==> src/rtl/interrupt_acknowledge_master_if.sv <==
// Signal bundle between the interrupt acknowledge master, the PIC side and the core side.
// The master drives the strobe and vector handshake; the slave side drives everything else.
interface interrupt_acknowledge_master_if;
    logic       interrupt;
    logic       interrupt_enable;
    logic [7:0] data_bus_in;
    logic       vector_ready;
    logic       inta_n;
    logic [7:0] vector;
    logic       vector_valid;
    logic       busy;
    logic       timeout_error;

    modport master (
        input  interrupt, interrupt_enable, data_bus_in, vector_ready,
        output inta_n, vector, vector_valid, busy, timeout_error
    );

    modport slave (
        output interrupt, interrupt_enable, data_bus_in, vector_ready,
        input  inta_n, vector, vector_valid, busy, timeout_error
    );
endinterface

==> src/rtl/interrupt_acknowledge_master.sv <==
// Two-pulse INTA sequencer: strobes the PIC, captures the vector on the second pulse,
// then offers it to the core with a bounded valid/ready handshake.
module interrupt_acknowledge_master #(
    parameter int PULSE_LOW_CYCLES = 2,
    parameter int PULSE_GAP_CYCLES = 2,
    parameter int TIMEOUT_CYCLES   = 64
) (
    input  logic                           i_clock,
    input  logic                           i_reset_n,
    interrupt_acknowledge_master_if.master ia
);

    typedef enum logic [2:0] {
        S_IDLE, S_PULSE1, S_GAP, S_PULSE2, S_HOLD, S_REARM
    } state_t;

    localparam logic [3:0] LOW_LAST = 4'(PULSE_LOW_CYCLES - 1);
    localparam logic [3:0] GAP_LAST = 4'(PULSE_GAP_CYCLES - 1);
    localparam logic [7:0] TO_LAST  = 8'(TIMEOUT_CYCLES - 1);

    state_t     r_state, w_state_nxt;
    logic [3:0] r_cnt;
    logic [7:0] r_tcnt;
    logic       r_inta_n, r_valid, r_busy, r_terr;
    logic [7:0] r_vector;
    logic       w_capture, w_timeout;

    always_comb begin
        w_state_nxt = r_state;
        w_capture   = 1'b0;
        w_timeout   = 1'b0;
        case (r_state)
            S_IDLE:   if (ia.interrupt && ia.interrupt_enable) w_state_nxt = S_PULSE1;
            S_PULSE1: if (r_cnt == LOW_LAST) w_state_nxt = S_GAP;
            S_GAP:    if (r_cnt == GAP_LAST) w_state_nxt = S_PULSE2;
            S_PULSE2: if (r_cnt == LOW_LAST) begin
                w_state_nxt = S_HOLD;
                w_capture   = 1'b1;
            end
            // Ready wins over a timeout reached on the same edge
            S_HOLD: begin
                if (ia.vector_ready) begin
                    w_state_nxt = S_REARM;
                end else if (r_tcnt == TO_LAST) begin
                    w_state_nxt = S_REARM;
                    w_timeout   = 1'b1;
                end
            end
            S_REARM:  if (r_cnt == GAP_LAST) w_state_nxt = S_IDLE;
            default:  w_state_nxt = S_IDLE;
        endcase
    end

    // Outputs are registered from the next state so they line up with the state they describe
    always_ff @(posedge i_clock) begin
        if (!i_reset_n) begin
            r_state  <= S_IDLE;
            r_cnt    <= 4'd0;
            r_tcnt   <= 8'd0;
            r_inta_n <= 1'b1;
            r_valid  <= 1'b0;
            r_busy   <= 1'b0;
            r_terr   <= 1'b0;
            r_vector <= 8'h00;
        end else begin
            r_state <= w_state_nxt;
            if (w_state_nxt != r_state)  r_cnt <= 4'd0;
            else if (r_cnt != 4'hF)      r_cnt <= r_cnt + 4'd1;
            if (w_state_nxt != r_state || r_state != S_HOLD) r_tcnt <= 8'd0;
            else if (r_tcnt != 8'hFF)                        r_tcnt <= r_tcnt + 8'd1;
            r_inta_n <= !(w_state_nxt == S_PULSE1 || w_state_nxt == S_PULSE2);
            r_valid  <= (w_state_nxt == S_HOLD);
            r_busy   <= (w_state_nxt != S_IDLE);
            r_terr   <= w_timeout;
            if (w_capture) r_vector <= ia.data_bus_in;
        end
    end

    assign ia.inta_n        = r_inta_n;
    assign ia.vector        = r_vector;
    assign ia.vector_valid  = r_valid;
    assign ia.busy          = r_busy;
    assign ia.timeout_error = r_terr;

endmodule

==> src/flat_wrapper.sv <==
// flat-port wrapper written by rule: the top's interface ports become plain ports
module interrupt_acknowledge_master_flat 
#(
    parameter int PULSE_LOW_CYCLES = 2,
    parameter int PULSE_GAP_CYCLES = 2,
    parameter int TIMEOUT_CYCLES   = 64
)
  (i_clock, i_reset_n, ia_interrupt, ia_interrupt_enable, ia_data_bus_in, ia_vector_ready, ia_inta_n, ia_vector, ia_vector_valid, ia_busy, ia_timeout_error);
  interrupt_acknowledge_master_if ia_i ();
  input  logic i_clock;
  input  logic i_reset_n;
  input wire logic [$bits(ia_i.interrupt)-1:0] ia_interrupt;
  input wire logic [$bits(ia_i.interrupt_enable)-1:0] ia_interrupt_enable;
  input wire logic [$bits(ia_i.data_bus_in)-1:0] ia_data_bus_in;
  input wire logic [$bits(ia_i.vector_ready)-1:0] ia_vector_ready;
  output wire logic [$bits(ia_i.inta_n)-1:0] ia_inta_n;
  output wire logic [$bits(ia_i.vector)-1:0] ia_vector;
  output wire logic [$bits(ia_i.vector_valid)-1:0] ia_vector_valid;
  output wire logic [$bits(ia_i.busy)-1:0] ia_busy;
  output wire logic [$bits(ia_i.timeout_error)-1:0] ia_timeout_error;
  assign ia_i.interrupt = ia_interrupt;
  assign ia_i.interrupt_enable = ia_interrupt_enable;
  assign ia_i.data_bus_in = ia_data_bus_in;
  assign ia_i.vector_ready = ia_vector_ready;
  assign ia_inta_n = ia_i.inta_n;
  assign ia_vector = ia_i.vector;
  assign ia_vector_valid = ia_i.vector_valid;
  assign ia_busy = ia_i.busy;
  assign ia_timeout_error = ia_i.timeout_error;
  interrupt_acknowledge_master #(.PULSE_LOW_CYCLES(PULSE_LOW_CYCLES), .PULSE_GAP_CYCLES(PULSE_GAP_CYCLES), .TIMEOUT_CYCLES(TIMEOUT_CYCLES)) u_core (.i_clock(i_clock), .i_reset_n(i_reset_n), .ia(ia_i));
endmodule
==> config.mk <==
export PLATFORM = sky130hd
export DESIGN_NAME = interrupt_acknowledge_master_flat
export DESIGN_NICKNAME = d
export VERILOG_FILES = /design/src/rtl/interrupt_acknowledge_master_if.sv /design/src/rtl/interrupt_acknowledge_master.sv /design/src/flat_wrapper.sv
export SDC_FILE = /design/constraint.sdc
export NUM_CORES = 1
export LEC_CHECK = 0
export CAP_MARGIN = 20
export CORE_AREA = 10 10 59 61
export DETAILED_ROUTE_END_ITERATION = 10
export DIE_AREA = 0 0 69 71
export PLACE_DENSITY_LB_ADDON = 0.15
export SYNTH_ARGS = -nofsm -noshare
export SYNTH_HDL_FRONTEND = slang
export SYNTH_SLANG_ARGS = --single-unit
export TNS_END_PERCENT = 10
==> constraint.sdc <==
create_clock -name i_clock -period 4.07 [get_ports i_clock]
set_input_delay 0.6105 -clock i_clock [delete_from_list [all_inputs] [get_ports i_clock]]
set_output_delay 0.6105 -clock i_clock [all_outputs]
set_load 0.01 [all_outputs]
== Word-level counts from Yosys, hierarchy flattened ==
Cells that the tools add are included.

* Add/subtract/negate cells: 2
* Eq/ne operators: 14
* Mux-type cells: 11
* Bitwise operators: 2
* Reduce and logical (&&, ||, !) cells: 9

{| class="wikitable"
|+ Operators by type and width
! kind !! number
|-
| 2-to-1 mux 3 bit || 7
|-
| one-hot mux 3 bit (6 select lines) || 1
|-
| == test 3 x 2 -> 1 bit (second input constant) || 3
|-
| == test 3 bit (second input constant) || 3
|-
| adder 8 x 1 -> 8 bit (second input constant) || 1
|-
| == test 8 x 6 -> 1 bit (second input constant) || 1
|-
| != test 8 bit (second input constant) || 1
|-
| == test 3 x 1 -> 1 bit (second input constant) || 2
|-
| adder 4 x 1 -> 4 bit (second input constant) || 1
|-
| == test 4 x 1 -> 1 bit (second input constant) || 1
|-
| != test 4 bit (second input constant) || 1
|-
| OR reduction 2 bit || 2
|-
| logical NOT 3 bit || 1
|-
| 2-to-1 mux 1 bit || 3
|-
| != test 3 bit || 1
|-
| != test 3 bit (second input constant) || 1
|-
| nonzero test 3 bit || 1
|-
| OR reduction 3 bit || 1
|-
| logical OR 1 bit || 2
|-
| NOT 1 bit || 2
|-
| logical AND 1 bit || 1
|-
| logical NOT 1 bit || 1
|}

* Register bits: 27
* Input bits: 13
* Output and inout bits: 12
* Logic and storage cells: 46

== Longest topological paths before layout ==
* Depth after elaboration: 7
* Mapped depth: 7
* Gate-level depth less buffers: 6

== Worst setup path before layout ==
No wires, ideal clock.

* Kind: register to register
* From: register u_core.r_cnt[0]
* To: register u_core.r_cnt[0]
* Data arrival time: 1466 ps
* Required time: 3948 ps
* Path slack: 2482 ps
* Stages on the path, launching flop included: 6
* Path buffers: 0
* Clock period less this slack: 1588 ps
* Cell sequence: dfxtp_1 ha_1 or3b_1 a211o_1 o211ai_2 nor2_1

* Longest elaborated chain between the ends: 5

{| class="wikitable"
|+ Ends and longest elaborated chain
! element !! line !! RTL
|-
| from (decl) || interrupt_acknowledge_master.sv:22 || <nowiki>logic [3:0] r_cnt;</nowiki>
|-
| from (signal assigned) || interrupt_acknowledge_master.sv:68 || <nowiki>else if (r_cnt != 4'hF) r_cnt <= r_cnt + 4'd1;</nowiki>
|-
| == test 4 x 1 -> 1 bit || -- ||
|-
| 2-to-1 mux 3 bit (on tied branches) || -- ||
|-
| one-hot mux 3 bit (6 select lines) || interrupt_acknowledge_master.sv:32 || <nowiki>case (r_state)</nowiki>
|-
| != test 3 bit || interrupt_acknowledge_master.sv:67 || <nowiki>if (w_state_nxt != r_state) r_cnt <= 4'd0;</nowiki>
|-
| OR reduction 2 bit (no source line) || -- ||
|}

Parallel ways exist; a longest one is shown, timed or not.
A chain may end at the register's enable or synchronous reset.

== Final worst setup path ==
* From: register u_core.r_cnt[0]
* To: register u_core.r_valid (netlist: u_core.ia.vector_valid)

* Longest elaborated chain between the ends: 4

{| class="wikitable"
|+ Ends and longest elaborated chain
! element !! line !! RTL
|-
| == test 4 x 1 -> 1 bit (*) || -- ||
|-
| 2-to-1 mux 3 bit (on tied branches) || -- ||
|-
| one-hot mux 3 bit (6 select lines) (*) || interrupt_acknowledge_master.sv:32 ||
|-
| == test 3 bit (*) || interrupt_acknowledge_master.sv:72 || <nowiki>r_valid <= (w_state_nxt == S_HOLD);</nowiki>
|-
| to (signal assigned) || interrupt_acknowledge_master.sv:72 ||
|-
| to (decl) || interrupt_acknowledge_master.sv:24 || <nowiki>logic r_inta_n, r_valid, r_busy, r_terr;</nowiki>
|}

Every way passes the cells marked *; elsewhere a longest branch is shown, timed or not.

==> impl_results.md <==
- Non-Filler Instances: 175
- Clock-pin slew on the worst setup and hold paths: 130 ps
- Worst hold path class: flip-flop to flip-flop
- Gp weighted congestion: 0.789
- FF-to-FF setup slack: 2220 ps
- Internal: 344 uW
- Cell count after synthesis: 120
- Fillers: 228
- Post-Synth Adder-Cell Area: 3.08%
- Outcome: finished clean
- CTS max path bufs: 2
- Commonest non-fill, non-tap cell in the layout: dfxtp_1
- Sw Ratio: 22.8%
- Slew HR: 62.6%
- Flop pwr share: 63.1%
- Hold Fails Final Rpt: 0
- Drt total wl: 2370 um
- CTS H-Tree Depth: 1
- TritonCTS clock tree: built
- Critical path arrival: 2110 ps
- Layout cells sized above 1: 8.28%
- FF-to-FF path depth: 5
- Postcts setup bufs: 0
- Root Driver: clkbuf_4
- Final setup violation count: 0
- Final Max Slew Viols: 0
- GRT Total Usage: 9.63%
- Initial antenna violation count: 0
- Main combinational cell family by area after synthesis: simple AND/OR/NAND/NOR gates
- I/O pin count: 25
- Largest vdd supply drop: 222 uV
- # port buffers: 24
- Reg-to-Reg Start: u_core.r_cnt[0]
- Drc violations: 0
- RSZ-0062 raised after global routing: no
- Detailed-router iteration count before antenna repair: 4
- Routed Antenna Nets: 0
- Post-synthesis mux area share: 8.21%
- Synth unique cells: 37
- Post-Synth Simple-Gate Area: 24.5%
- Clock Power Share: 24.7%
- Combinational share of power: 12.2%
- Total power: 446 uW
- Num CTS Buffers: 3
- Routed vias: 951
- Yosys warning count: 0
- WL per Instance: 13.5 um
- Overall die height: 71 um
- Vias in the first global route: 907
- Dpl cells: 171
- Number of DRC markers in iteration 0: 38
- Number of core rows: 18
- Die ar.: 4900 um^2
- Worst Max-Slew Pin Slew: 559 ps
- DP Area: 1480 um^2
- Hold path start: u_core.ia.vector[1]
- Period utilisation layout: 45.6%
- Synthesized Nets: 136
- Hold Buf Count CTS: 0
- Fin area: 1510 um^2
- Synth top area cells: dfxtp_1, mux2i_1, nor2b_1
- Die extent in x: 69 um
- Startpoint types: flip-flop
- Cell taking the most area after synthesis: dfxtp_1
- MaxCap Viol Count: 0
- Initial Util: 51.0%
- Final Net Count: 162
- First-pass GRT wire length: 4110 um
- Area grow syn2layout: 23.9%
- Critical R2R Capture: u_core.ia.vector_valid
- Worst-Skew Late Latency: 310 ps
- Yosys top cell area share: 44.4%
- Max Clock Skew: 3.01 ps
- Pin count of the biggest net entering global routing: 17
- # clock sinks: 27
- Hold-critical path depth: 2
- Final antenna diode count: 0
- Period minus WS final: 1850 ps
- Post-CTS Resized: 0
- Setup_tns: 0 ps
- NetSw: 102 uW
- Vias per cell: 5.43
- Leading cell types in the layout, fill and taps excluded: dfxtp_1, clkdlybuf4s50_1, nor2_1
- Crit Path Class: flip-flop to flip-flop
- Total core area: 2390 um^2
- WHS: 535 ps
- Critical Path RT: 4330 ps
- Post-DP HPWL: 1830 um
- Yosys reg bits: 27
- Xor-xnor portion of the synthesized cell area: 4.31%
- Post-synthesis compound-gate area fraction: 13.2%
- Final Util: 63.3%
- Grt total ovfl: 0
- Worst setup startpoint: u_core.r_cnt[0]
- DP Worst Slack: 2020 ps
- Hold path endpoint: u_core.ia.vector[1]
- Fmax: 0.539 GHz
- Final WS setup: 2220 ps
- Synth Area per Inst: 10.2 um^2
- CP Capture Type: flip-flop
- Pwr per Cell Area: 295 nW/um^2
- Post-synthesis cell area: 1220 um^2
- Max FO, Critical Path: 9
- Seq/Total Area, Yosys: 44.4%
- LEAKAGE: 0.595 nW
[per-layer routing]
| metal | part of all wire [%] | track usage (%) |
|---|---|---|
| met1 | 44 | 10.8 |
| met2 | 49 | 16.7 |
| met3 | 5.7 | 2.79 |
| met4 | 0.80 | 4.03 |
| met5 | 0 | 0 |
[worst max-delay path, cell delays in order (launching register included)]
cell	delay, ps
dfxtp_1	450
ha_1	200
and4bb_4	280
nand3_1	420
o31a_1	300
nor3b_2	150
[cells in the mapped netlist]
cell type  instances
a211o_1            1
a211oi_1           1
a211oi_2           2
a21oi_1            3
a311oi_2           1
a31oi_1            3
and2_1             2
and3_1             4
and4_1             1
and4bb_4           1
buf_2              1
clkbuf_1           2
dfxtp_1           27
ha_1               3
inv_1              4
mux2i_1           10
nand2_1            1
nand2b_4           1
nand3_1            7
nand3b_1           1
nand3b_4           1
nor2_1            12
nor2b_1           10
nor3_1             1
nor3b_1            1
nor3b_2            1
o211ai_1           1
o211ai_2           1
o21a_1             1
o21ai_0            3
o221a_2            1
o311ai_0           1
o31a_1             1
or3_1              1
or3b_1             2
xnor2_1            4
xor2_1             2
[registers in the layout (all words and copies together) (netlist names)]
signal / cells
u_core.r_tcnt: 8
u_core.ia.vector: 8
u_core.ia.inta_n: 1
u_core.ia.vector_valid: 1
u_core.ia.timeout_error: 1
u_core.ia.busy: 1
u_core.r_state: 3
u_core.r_cnt: 4
[cell type report]
class	instances	area [um^2]	share of cell area [%]
multi-input cells	86	651	43.1
well taps	30	37.5	2.49
clock buffers	4	26.3	1.74
repair buffers	24	240	15.9
inverters	4	15.0	0.994
flip-flops and latches	27	541	35.8
[power groups by stage]
stage	Combinational [mW]	Clock, mW	Sequential [mW]
after floorplan	0.0315	0	0.286
after global placement	0.0534	0	0.287
after detailed placement	0.0549	0	0.287
after CTS	0.0554	0.117	0.282
after global routing	0.0602	0.124	0.283
final	0.0545	0.110	0.282
[worst max path at each step]
stage                                   to  depth (start not counted)
floorplan                  u_core.r_cnt[0]                          5
global placement          u_core.r_tcnt[7]                          5
detailed placement        u_core.r_tcnt[7]                          5
CTS                 u_core.ia.vector_valid                          5
global route        u_core.ia.vector_valid                          5
finish              u_core.ia.vector_valid                          5
[logic make-up after synthesis]
group / after synthesis
buffers and inverters: 7
and+or+nand+nor: 47
xor gates and xnor gates: 6
AOI/OAI and AO/OA: 20
adders and majority gates: 3
DFF: 27
muxes: 10
(Power assumes the default switching activity.)
